**config.mk**
```make
export PLATFORM = sky130hd
export DESIGN_NAME = perceptron_trainer
export DESIGN_NICKNAME = d
export VERILOG_FILES = /design/src/rtl/perceptron_pkg.sv /design/src/rtl/perceptron_weight_rf.sv /design/src/rtl/perceptron_trainer.sv
export SDC_FILE = /design/constraint.sdc
export NUM_CORES = 1
export LEC_CHECK = 0
export CAP_MARGIN = 20
export CORE_UTILIZATION = 35
export CTS_CLUSTER_DIAMETER = 60
export DETAILED_ROUTE_END_ITERATION = 12
export PLACE_DENSITY = 0.63
export SYNTH_ARGS = -nofsm -noshare
export SYNTH_HDL_FRONTEND = slang
export SYNTH_SLANG_ARGS = --single-unit
```
**constraint.sdc**
```tcl
create_clock -name clk -period 5.35 [get_ports clk]
set_input_delay 0.535 -clock clk [delete_from_list [all_inputs] [get_ports clk]]
set_output_delay 0.535 -clock clk [all_outputs]
set_load 0.01 [all_outputs]
```
**src/rtl/perceptron_pkg.sv**
```systemverilog
// Shared state type and arithmetic helpers for perceptron_trainer.
// Training support is selected by the PERCEPTRON_TRAIN_EN macro in the consuming modules.
package perceptron_pkg;

    typedef enum logic [2:0] {
        ST_IDLE,
        ST_MAC,
        ST_DECIDE,
        ST_UPDATE,
        ST_RESP
    } state_t;

    // Accumulator width that holds bias plus N_IN full-scale products without overflow.
    function automatic int unsigned acc_width(input int unsigned n_in,
                                              input int unsigned x_w,
                                              input int unsigned w_w);
        return w_w + x_w + $clog2(n_in + 1) + 1;
    endfunction

    // Signed add clamped to the range of a w-bit two's-complement value.
    function automatic int sat_add(input int a, input int b, input int unsigned w);
        int sum;
        int hi;
        int lo;
        sum = a + b;
        hi  = (1 <<< (w - 1)) - 1;
        lo  = -(1 <<< (w - 1));
        if (sum > hi) begin
            return hi;
        end
        if (sum < lo) begin
            return lo;
        end
        return sum;
    endfunction

endpackage

```
**src/rtl/perceptron_weight_rf.sv**
```systemverilog
// Weight and bias register file: write port, serial read mux and parallel saturating update.
// The update path exists only when PERCEPTRON_TRAIN_EN is defined.
module perceptron_weight_rf
    import perceptron_pkg::*;
#(
    parameter  int unsigned N_IN = 7,
    parameter  int unsigned X_W  = 4,
    parameter  int unsigned W_W  = 8,
    localparam int unsigned AW   = $clog2(N_IN + 1)
) (
    input  logic                  clk,
    input  logic                  rst,
    input  logic                  wr_en,
    input  logic [AW-1:0]         wr_addr,
    input  logic signed [W_W-1:0] wr_data,
    input  logic [AW-1:0]         rd_idx,
    output logic signed [W_W-1:0] rd_weight,
    output logic signed [W_W-1:0] bias,
    input  logic                  upd,
    input  logic                  upd_label,
    input  logic [N_IN*X_W-1:0]   upd_x
);

    logic signed [W_W-1:0] w [N_IN];

`ifdef PERCEPTRON_TRAIN_EN
    logic signed [W_W-1:0] w_upd [N_IN];
    logic signed [W_W-1:0] bias_upd;

    // Label 1 pulls weights toward the sample, label 0 pushes them away.
    always_comb begin
        for (int i = 0; i < int'(N_IN); i++) begin
            if (upd_label) begin
                w_upd[i] = W_W'(sat_add(int'(w[i]), int'(upd_x[i*X_W +: X_W]), W_W));
            end else begin
                w_upd[i] = W_W'(sat_add(int'(w[i]), -int'(upd_x[i*X_W +: X_W]), W_W));
            end
        end
        bias_upd = W_W'(sat_add(int'(bias), upd_label ? 1 : -1, W_W));
    end
`else
    logic unused_upd;
    assign unused_upd = &{1'b0, upd, upd_label, upd_x};
`endif

    always_ff @(posedge clk) begin
        if (rst) begin
            for (int i = 0; i < int'(N_IN); i++) begin
                w[i] <= '0;
            end
            bias <= '0;
`ifdef PERCEPTRON_TRAIN_EN
        end else if (upd) begin
            for (int i = 0; i < int'(N_IN); i++) begin
                w[i] <= w_upd[i];
            end
            bias <= bias_upd;
`endif
        end else if (wr_en) begin
            for (int i = 0; i < int'(N_IN); i++) begin
                if (wr_addr == AW'(i)) begin
                    w[i] <= wr_data;
                end
            end
            if (wr_addr == AW'(N_IN)) begin
                bias <= wr_data;
            end
        end
    end

    always_comb begin
        rd_weight = '0;
        for (int i = 0; i < int'(N_IN); i++) begin
            if (rd_idx == AW'(i)) begin
                rd_weight = w[i];
            end
        end
    end

endmodule

```
**src/rtl/perceptron_trainer.sv**
```systemverilog
// Serial-MAC perceptron with valid/ready sample and result ports and a direct weight write port.
// Define PERCEPTRON_TRAIN_EN to build the perceptron learning-rule update.
module perceptron_trainer
    import perceptron_pkg::*;
#(
    parameter  int unsigned N_IN  = 7,
    parameter  int unsigned X_W   = 4,
    parameter  int unsigned W_W   = 8,
    localparam int unsigned ACC_W = acc_width(N_IN, X_W, W_W),
    localparam int unsigned AW    = $clog2(N_IN + 1)
) (
    input  logic                    clk,
    input  logic                    rst,
    input  logic                    in_valid,
    output logic                    in_ready,
    input  logic [N_IN*X_W-1:0]     in_x,
    input  logic                    in_label,
    input  logic                    in_train,
    output logic                    out_valid,
    input  logic                    out_ready,
    output logic                    out_class,
    output logic signed [ACC_W-1:0] out_score,
    output logic                    out_updated,
    input  logic                    wr_en,
    input  logic [AW-1:0]           wr_addr,
    input  logic signed [W_W-1:0]   wr_data
);

    state_t                  state;
    state_t                  state_next;
    logic [N_IN*X_W-1:0]     x_q;
    logic signed [ACC_W-1:0] acc;
    logic [AW-1:0]           idx;
    logic                    class_q;
    logic                    updated;
    logic                    label_q;

    logic                    accept;
    logic                    wr_ok;
    logic                    mac_last;
    logic                    cls_c;
    logic                    do_update;
    logic                    upd_strobe;
    logic [X_W-1:0]          x_sel;
    logic signed [W_W-1:0]   rd_weight;
    logic signed [W_W-1:0]   bias;
    logic signed [ACC_W-1:0] w_ext;
    logic signed [ACC_W-1:0] x_ext;
    logic signed [ACC_W-1:0] prod;

    assign in_ready = (state == ST_IDLE) && !wr_en && !rst;
    assign accept   = in_valid && in_ready;
    assign wr_ok    = wr_en && (state == ST_IDLE);
    assign mac_last = (idx == AW'(N_IN - 1));
    assign cls_c    = !acc[ACC_W-1];

`ifdef PERCEPTRON_TRAIN_EN
    logic train_q;
    assign do_update = train_q && (cls_c != label_q);
`else
    logic unused_train;
    assign unused_train = &{1'b0, in_train};
    assign do_update    = 1'b0;
`endif

    perceptron_weight_rf #(
        .N_IN (N_IN),
        .X_W  (X_W),
        .W_W  (W_W)
    ) u_rf (
        .clk       (clk),
        .rst       (rst),
        .wr_en     (wr_ok),
        .wr_addr   (wr_addr),
        .wr_data   (wr_data),
        .rd_idx    (idx),
        .rd_weight (rd_weight),
        .bias      (bias),
        .upd       (upd_strobe),
        .upd_label (label_q),
        .upd_x     (x_q)
    );

    always_comb begin
        x_sel = '0;
        for (int i = 0; i < int'(N_IN); i++) begin
            if (idx == AW'(i)) begin
                x_sel = x_q[i*X_W +: X_W];
            end
        end
    end

    // Signed weight times unsigned feature, both widened to the accumulator width.
    assign w_ext = {{(ACC_W - W_W){rd_weight[W_W-1]}}, rd_weight};
    assign x_ext = {{(ACC_W - X_W){1'b0}}, x_sel};
    assign prod  = w_ext * x_ext;

    always_ff @(posedge clk) begin
        if (rst) begin
            state <= ST_IDLE;
        end else begin
            state <= state_next;
        end
    end

    always_comb begin
        state_next = state;
        upd_strobe = 1'b0;
        case (state)
            ST_IDLE: begin
                if (accept) begin
                    state_next = ST_MAC;
                end
            end
            ST_MAC: begin
                if (mac_last) begin
                    state_next = ST_DECIDE;
                end
            end
            ST_DECIDE: begin
                state_next = do_update ? ST_UPDATE : ST_RESP;
            end
`ifdef PERCEPTRON_TRAIN_EN
            ST_UPDATE: begin
                upd_strobe = 1'b1;
                state_next = ST_RESP;
            end
`endif
            ST_RESP: begin
                if (out_valid && out_ready) begin
                    state_next = ST_IDLE;
                end
            end
            default: begin
                state_next = ST_IDLE;
            end
        endcase
    end

    // Datapath; RESP spends its first cycle loading the result registers.
    always_ff @(posedge clk) begin
        if (rst) begin
            x_q         <= '0;
            acc         <= '0;
            idx         <= '0;
            class_q     <= 1'b0;
            updated     <= 1'b0;
            label_q     <= 1'b0;
`ifdef PERCEPTRON_TRAIN_EN
            train_q     <= 1'b0;
`endif
            out_valid   <= 1'b0;
            out_class   <= 1'b0;
            out_score   <= '0;
            out_updated <= 1'b0;
        end else begin
            case (state)
                ST_IDLE: begin
                    if (accept) begin
                        x_q     <= in_x;
                        acc     <= {{(ACC_W - W_W){bias[W_W-1]}}, bias};
                        idx     <= '0;
                        updated <= 1'b0;
`ifdef PERCEPTRON_TRAIN_EN
                        label_q <= in_label;
                        train_q <= in_train;
`endif
                    end
                end
                ST_MAC: begin
                    acc <= acc + prod;
                    if (!mac_last) begin
                        idx <= idx + AW'(1);
                    end
                end
                ST_DECIDE: begin
                    class_q <= cls_c;
                end
`ifdef PERCEPTRON_TRAIN_EN
                ST_UPDATE: begin
                    updated <= 1'b1;
                end
`endif
                ST_RESP: begin
                    if (!out_valid) begin
                        out_valid   <= 1'b1;
                        out_class   <= class_q;
                        out_score   <= acc;
                        out_updated <= updated;
                    end else if (out_ready) begin
                        out_valid <= 1'b0;
                        updated   <= 1'b0;
                    end
                end
                default: begin
                end
            endcase
        end
    end

`ifndef PERCEPTRON_TRAIN_EN
    logic unused_label;
    assign unused_label = &{1'b0, in_label};
`endif

endmodule

```
After elaboration in Yosys (flattened, before gate mapping)
Memories as Yosys holds them, arrays and structs flattened.
Index checks and enable logic that the tools add are counted.
Cells by class
  equality and inequality tests: 22
  bitwise gates (word level): 8
  divide/modulo/power cells: 0
  multiplexer cells: 66
  $add $sub $neg: 2
  magnitude comparators: 0
  multiply operators: 1
  reduce and logical (&&, ||, !) cells: 20
  shift operators: 0
Operators by type and width (number)
  $mux 8: 14
  $mux 1: 35
  $pmux 16 s2: 1
  $mux 4: 7
  $eq 3x3->1 const B: 8
  $add 16x13->16: 1
  $mux 16: 1
  $eq 3x2->1 const B: 5
  $mux 3: 5
  $mul 8x5->13: 1
  $ne 2x2->1 const B: 6
  $pmux 3 s4: 1
  $eq 3x1->1 const B: 3
  $logic_not 3->1: 3
  $reduce_and 2->1: 4
  $or 1x1->1: 7
  $pmux 3 s2: 1
  $reduce_and 3->1: 2
  $logic_and 1x1->1: 5
  $reduce_and 4->1: 1
  $reduce_bool 2->1: 2
  $add 3x1->3 const B: 1
  $logic_not 1->1: 3
  $pmux 1 s2: 1
  $not 1->1: 1
Word-level totals
  bits in read-only memories: 0
  bits in writable memories: 56
  input bits: 46
  register bits: 79
  output and inout bits: 20
  latch bits: 0
  memories kept: 1
Memory list
  u_rf.w: words 7, width 8, read ports 7, clocked after Yosys merged registers in 0, wr ports 7, RTL line perceptron_weight_rf.sv:24  | logic signed [W_W-1:0] w [N_IN];

Logic depth before layout (Yosys ltp)
Gate-level depths: netlist of the first run.
  word-level depth: 11
  depth in mapped cells: 22

By module
From an unflattened synthesis of the first run, not the netlist that was laid out.
Unflattened totals
  cells, all modules: 872
  area, all modules: 7996.4 µm²
By module, submodules not included
  perceptron_trainer: sequential area each 1381.3 µm², times used 1, area an instance 4997.3 µm², cells an instance 617
  perceptron_weight_rf: sequential area each 1841.8 µm², times used 1, area an instance 2999.1 µm², cells an instance 255

Worst setup path after synthesis of the first run
Ideal clock, no wire load.
  path type: reg-to-reg
  start: register idx[2]
  end: register acc[15]
  setup slack: 387 ps
  arrival time: 4843 ps
  required time: 5230 ps
  path buffers: 1
  clock period less this slack: 4963 ps
  cell stages (with the launch flop): 21
  cell sequence: dfxtp_1 inv_1 clkbuf_1 ha_1 or2_2 a311oi_1 a311o_1 a21oi_2 or2_1 fa_1 inv_1 fa_1 inv_1 fa_1 inv_1 ha_1 nand2_1 a21boi_0 nand4_1 and4_1 o31a_1
On the way
  cells in the longest elaborated chain, start to end: 11
RTL lines
  start: declaration: RTL line perceptron_trainer.sv:33  | logic [AW-1:0] idx;
  start signal: assignment: RTL line perceptron_trainer.sv:173  | idx <= idx + AW'(1);
  $logic_not 3->1: RTL line perceptron_weight_rf.sv:74, perceptron_trainer.sv:87
  $mux 8 / $mux 4 (equally long branches) (7 in series): RTL line perceptron_weight_rf.sv:74, perceptron_trainer.sv:87
  $mul 8x5->13 (*): RTL line perceptron_trainer.sv:96  | assign prod = w_ext * x_ext;
  $add 16x13->16 (*): RTL line perceptron_trainer.sv:171  | acc <= acc + prod;
  $pmux 16 s2 (*): RTL line perceptron_trainer.sv:157  | case (state)
  end signal: assignment: RTL line perceptron_trainer.sv:161  | acc <= {{(ACC_W - W_W){bias[W_W-1]}}, bias};
  end signal: assignment: RTL line perceptron_trainer.sv:171
  end: declaration: RTL line perceptron_trainer.sv:32  | logic signed [ACC_W-1:0] acc;
Mark *: on every way between the ends. The rest lies on a longest branch, timed or not.
A chain may end at the register's enable or synchronous reset.

Worst setup path after layout of the first run
  start: register idx[0]
  end: register acc[15]
Same word-level chain as after synthesis.

==> flow_metrics.tcl, run 1 <==
set metrics [dict create \
    rows 54 \
    path_buf_inv 6 \
    seq_power_share 0.443 \
    ioPinCount 66 \
    finalSetupViolCount 0 \
    path_clk_slew_ps 60 \
    cts_root_buf "clkbuf_16" \
    layout.cells.non_filler 1259 \
    antenna_found_initial 0 \
    design_area_um2 9652 \
    status "finished clean" \
    cp_max_fo 22 \
    cts_inserted_buffers 17 \
    p_sw_uw 656.2 \
    synth_ff_type "dfxtp_1" \
    route.detailed.drc 0 \
    rsz0062_at_grt "yes" \
    period_needed_ps 5149 \
    die-width_um 152.9 \
    finalCritPeriodShare 0.9624 \
    vias 6424 \
    clk_latency_ps 430 \
    final_nets 1083 \
    synth.top_cell.area_share 0.2110 \
    cts_max_path_buffers 2 \
    async_flop_share 0 \
    place_inst 1226 \
    routedWlPerCell_um 15.79 \
    grt_max_degree 50 \
    cts_num_sinks 133 \
    worst_slew_pin_slew_ps 815.1 \
    core_area_um2 22090 \
    worstPathRequired_ps 5660 \
    port_buffers 62 \
    cts_max_level 4 \
    swShare 0.2598 \
    syn-cell-area_um2 7970 \
    cts_tree "done" \
    end_kind "register" \
    initial_core_util 0.3607 \
    grt_pass1_wl_um 32600 \
    ys_seq_area_frac 0.4044 \
    yosysWarnings 0 \
    vias_per_cell 5.102 \
    slew_violations 0 \
    fmax_mhz 194.2 \
    synth_edf_count 56 \
    cpMostUsedCell "inv_1" \
    n_antenna_cell 0 \
    first_pass_iters 5 \
    drive_above_1_share 0.09806 \
    ant_nets 0 \
    hold_violations 0 \
    p_int_mw 1.870 \
    drt_iter0_markers 307 \
    clkPwrFrac 0.455 \
    ys_seq_elements 133 \
    combPwrFrac 0.102 \
    hold_path_class "reg -> reg" \
    synth_area_leaders "edfxtp_1, dfxtp_1, fa_1" \
    peakVddDrop_uv 191.9 \
    leakage_nw 3.808 \
    critPathMaxStageDelay_ps 580 \
    globalRouteTotalUtil 0.1760 \
    dp_hpwl_um 14200 \
    grt_pass1_vias 6201 \
    slew_headroom 0.4553 \
    synthToLayoutAreaGrowth_pct 21.10 \
    max-cap-violations 0 \
    globalRoute.totalOverflow 0 \
    avgSynthCellArea_um2 8.826 \
    arrival_ps 5460 \
    die_h_um 152.9 \
    place_area_um2 8946 \
    path_cells "inv_1 -> ha_2 -> buf_12 -> nor2b_1 -> a311oi_1 -> a311o_1 -> a21oi_2 -> or2_4 -> buf_4 -> fa_1 -> inv_1 -> fa_1 -> inv_1 -> fa_1 -> inv_1 -> ha_4 -> a21oi_2 -> o21ai_0 -> a22oi_1 -> and4_1 -> o31a_1" \
    synth_cells 903 \
    synth_nets 1020 \
    cpMaxStageDelayCell "fa_1" \
    totalWireLength_um 19880 \
    power.density_nw_per_um2 261.7 \
    holdBufCountCts 0 \
    routabilityCongestion 0.8421 \
    path_class "reg -> reg" \
    startpoint_type "register" \
    path_delay_family "adder cells" \
    power_mw 2.526 \
    synth_top_area_cell "edfxtp_1" \
    synth_cell_types 62 \
    die_area_um2 23380 \
    fin_skew_ps 13.34 \
]
## through the flow
stage	hold slack [ps]	util	setup WS [ps]	TNS (ps)
finish	453.1	0.4369	201.1	0
global route	469.0	0.4369	-24.72	-30.17
CTS	457.8	0.4315	40.42	0
detailed placement	450.1	0.4049	-62.01	-62.01
global placement	442.6	0.4049	81.47	0
floorplan	431.2	-	387.0	0
## power groups by stage
stage | Sequential, mW | Combinational [mW] | Clock (mW)
after detailed placement | 1.14 | 0.250 | 0
after CTS | 1.12 | 0.253 | 1.17
final | 1.12 | 0.258 | 1.15
after global placement | 1.14 | 0.247 | 0
after floorplan | 1.13 | 0.161 | 0
after global routing | 1.12 | 0.288 | 1.21
## cell usage in the layout (no fill, tap or decap), types with 5 or more instances in the layout
cell and n:
dfxtp_1 76, inv_1 79, a211oi_1 22, nand2_1 155, and2_1 5, and3_1 5
ha_1 32, clkdlybuf4s50_1 61, nor2b_1 15, mux2i_1 11, edfxtp_1 56, o22ai_1 6
nor2_1 122, xnor2_1 8, clkbuf_16 19, inv_6 5, nand3b_1 13, fa_1 34
o21ai_0 6, a2bb2oi_1 7, a21oi_1 77, nand2b_1 19, xor2_1 5, a311oi_1 17
buf_4 31
## cells by family after synthesis
logic type / count (synthesis) / synth area share
flip-flops: 133 / 0.4044
other: 1 / 0.0004705
buffers and inverters: 131 / 0.06970
adder cells (fa/ha/maj): 71 / 0.1435
XOR/XNOR: 13 / 0.01429
AO/OA/AOI/OAI: 181 / 0.1515
AND/OR/NAND/NOR: 361 / 0.2009
multiplexers: 12 / 0.01523
## synth_stat cells (all sizes together) (5+ instances only)
library cell and n:
nand2 155, nor2 122, a21oi 81, inv 80
dfxtp 77, edfxtp 56, ha 37, fa 34
clkbuf 26, buf 25, a211oi 23, nand2b 19
a311oi 18, nor2b 16, nand3b 13, mux2i 11
a2bb2oi 9, o21ai 8, or2 8, xnor2 8
nand3 6, o22ai 6, and2 5, and3 5
xor2 5
## registers in the layout, indices dropped and copies added (netlist names)
name	cells
u_rf.w	56
class_q	1
out_score	16
out_valid	1
state	3
acc	16
u_rf.bias	8
idx	3
x_q	28
out_class	1
## worst register-to-register path: cells and delay by family, from the launching register on
family	cells	cell delay, ps
AOI/OAI and AO/OA	7	1300
and+or+nand+nor	3	660
DFF	1	390
adders and majority gates	5	2080
buffers and inverters	6	620
## routing by layer
layer  vias up  track usage  routed length (µm)
li1       3171            -                   -
met1      3080       0.2545                9844
met2       156       0.2671                8874
met3        17      0.03147                 936
met4         0      0.05195                 221
met5         -            0                   0
## path summary, 6_finish.rpt
kind / start / endpoint / slack (ps) / cells past startpoint
setup / recovery: idx[0] / acc[15] / 200 / 21
hold / removal: x_q[19] / x_q[19] / 450 / 2
setup reg to reg: idx[0] / acc[15] / 200 / 21
hold reg to reg: x_q[19] / x_q[19] / 450 / 2
## cell type report
type	count	area (µm²)
repair buffers	95	888.4
clock buffers	20	479.2
fillers	2159	12440
multi-input cells	639	4304
clock inverters	12	105.1
flip-flops and latches	133	3224
well taps	280	350.3
inverters	80	300.3
## what timing repair did
action,4_1_cts,5_1_grt
gates cloned,0,0
pin swaps,0,6
gates resized for setup,2,22
buffers inserted,0,1
setup endpoints to repair,1,8
Power figures use the tool's default switching activity.
==> inputs of run 2 (changes only) <==
--- a/config.mk
+++ b/config.mk
@@ -5,6 +5,7 @@
 export SDC_FILE = /design/constraint.sdc
 export NUM_CORES = 1
 export LEC_CHECK = 0
+export ABC_AREA = 1
 export CAP_MARGIN = 20
 export CORE_UTILIZATION = 35
 export CTS_CLUSTER_DIAMETER = 60
@@ -13,3 +14,4 @@
 export SYNTH_ARGS = -nofsm -noshare
 export SYNTH_HDL_FRONTEND = slang
 export SYNTH_SLANG_ARGS = --single-unit
+export TNS_END_PERCENT = 1
==> flow_metrics.tcl, run 2 <==
set metrics [dict create \
    period_needed_ps 4929 \
    cts_inserted_buffers 17 \
    fin_ws_ps 421.4 \
    worstPathRequired_ps 5640 \
    finalCritPeriodShare 0.9212 \
    place_area_um2 8997 \
    synth_nets 1157 \
    cp_max_fo 12 \
    ys_seq_elements 133 \
    async_flop_share 0 \
    n_antenna_cell 0 \
    p_sw_uw 939.0 \
    drive_above_1_share 0.09083 \
    largestRegisters "u_rf.w x56, x_q x28" \
    synth_cells 1040 \
    synth_top_area_cell "edfxtp_1" \
    hold_violations 0 \
    routedWlPerCell_um 14.03 \
    ys_seq_area_frac 0.3960 \
    final_common_cell "nand2_1" \
    max-cap-violations 0 \
    clk_latency_ps 430 \
    worst_slew_pin_slew_ps 823.5 \
    yosysWarnings 0 \
    place_inst 1365 \
    drt_iter0_markers 407 \
    rsz0062_at_grt "no" \
    postCtsSetupBuffers 0 \
    routabilityCongestion 0.8314 \
    fin_util 0.4209 \
    rows 55 \
    grt_max_degree 44 \
    ant_nets 0 \
    grt_pass1_vias 6582 \
    slew_violations 0 \
    totalWireLength_um 19600 \
    first_pass_iters 5 \
    cts_max_level 4 \
    pre_cts_ws_ps 321.0 \
    hold_path_class "reg -> reg" \
    finalSetupViolCount 0 \
    largest_register_ffs 56 \
    core_area_um2 22710 \
    final_cell_mix "nand2_1, nor2_1, inv_1" \
    clkPwrFrac 0.368 \
    die-width_um 154.5 \
    dp_hpwl_um 14660 \
    cts_max_path_buffers 2 \
    globalRouteTotalUtil 0.1761 \
    synth_common_cells "nand2_1, nor2_1, inv_1" \
    synth_area_leaders "edfxtp_1, dfxtp_1, nand2_1" \
    top_register "u_rf.w" \
    avgSynthCellArea_um2 7.826 \
    end_kind "register" \
    fmax_mhz 202.9 \
    ff2ff_setup_slack_ps 420 \
    slew_headroom 0.4490 \
    syn-cell-area_um2 8139 \
    peakVddDrop_uv 190.1 \
    grt_pass1_wl_um 32990 \
    p_int_mw 2.008 \
    seq_power_share 0.383 \
    synth_ff_type "dfxtp_1" \
    initial_core_util 0.3584 \
    cts_root_buf "clkbuf_16" \
    final_nets 1216 \
    cts_num_sinks 133 \
    swShare 0.3187 \
    status "finished clean" \
    holdWs_ps 450.2 \
    layout.cells.non_filler 1397 \
    synth_edf_count 56 \
    vias_per_cell 4.818 \
    route.detailed.drc 0 \
    synth.top_cell.area_share 0.2066 \
    path_class "reg -> reg" \
    combPwrFrac 0.249 \
    cts_tree "done" \
    antenna_found_initial 0 \
    final.setup.tns_ps 0 \
    synthToLayoutAreaGrowth_pct 17.45 \
    die_h_um 154.5 \
    leakage_nw 4.168 \
    power.density_nw_per_um2 308.3 \
    design_area_um2 9559 \
    power_mw 2.947 \
    synth_most_common_cell "nand2_1" \
    vias 6731 \
    path_clk_slew_ps 60 \
    fin_skew_ps 9.249 \
    die_area_um2 23870 \
    ioPinCount 66 \
    arrival_ps 5220 \
    startpoint_type "register" \
    globalRoute.totalOverflow 0 \
    port_buffers 62 \
    synth_cell_types 44 \
]
==> run 2: cell count changes after synthesis, moves of 12 or more <==
cell / before / now
a311oi_1: 18 / 0
a211oi_1: 22 / 2
or2_2: 2 / 25
a21oi_1: 80 / 56
nor2_1: 122 / 174
nand2b_1: 19 / 0
nand2_1: 155 / 185
inv_1: 80 / 147
buf_2: 17 / 5
o21ai_0: 7 / 51
nand2_2: 0 / 14
nand3_1: 4 / 95
nor2b_1: 16 / 0
==> run 2: path summary, 6_finish.rpt <==
| check | from | end | cells past startpoint |
|---|---|---|---|
| setup reg to reg | idx[1] | acc[8] | 24 |
| setup / recovery | idx[1] | acc[8] | 24 |
| hold reg to reg | class_q | class_q | 2 |
| hold / removal | class_q | class_q | 2 |
==> run 2: critical path, cell delays in order (launching register included) <==
cell     delay, ps
dfxtp_1        350
inv_1           80
ha_1           230
inv_1          100
buf_4          190
nand3_1        100
nand3_1         90
nand3_1         90
nand3_1         80
nand3_1        130
a21oi_2        210
nand2_2        190
fa_1           530
inv_1           60
fa_1           540
inv_1           60
fa_1           530
inv_1           40
ha_1           340
nand2_1        100
o21ai_0        250
a21oi_1         90
or2_2          280
nand3_1         70
a21oi_1         60
==> run 2: per-layer routing <==
metal | routed length (µm) | vias up | track usage
met1 | 9675 | 3130 | 0.2475
met5 | 0 | - | 0
met2 | 8683 | 168 | 0.2780
met4 | 261 | 0 | 0.05045
met3 | 976 | 18 | 0.02942
li1 | - | 3415 | -
==> run 2: power by group through the flow <==
stage	Combinational (mW)	Clock, mW	Sequential (mW)
2_1_floorplan	0.538	0	1.14
6_report	0.733	1.09	1.13
3_3_place_gp	0.720	0	1.15
4_1_cts	0.736	1.10	1.13
3_5_place_dp	0.725	0	1.15
5_1_grt	0.855	1.14	1.13
==> run 2: layout make-up <==
class	instances	area, µm²
repair buffers	76	723.2
fillers	2302	13150
flip-flops and latches	133	3223
inverters	152	574.3
well taps	285	356.6
clock inverters	13	110.1
clock buffers	19	432.9
multi-input cells	719	4139
==> run 2: cell families after synthesis <==
kind of cell | Yosys count | share of synthesized area
AND/OR/NAND/NOR | 521 | 0.2812
flip-flops | 133 | 0.3960
AO/OA/AOI/OAI | 121 | 0.07871
other | 1 | 0.0004607
XOR/XNOR | 5 | 0.005381
buffers and inverters | 188 | 0.09777
adder cells (fa/ha/maj) | 71 | 0.1405
==> run 2: what timing repair did <==
action	CTS	global route
setup endpoints to repair	0	6
gates resized for setup	0	5
hold buffers	0	0
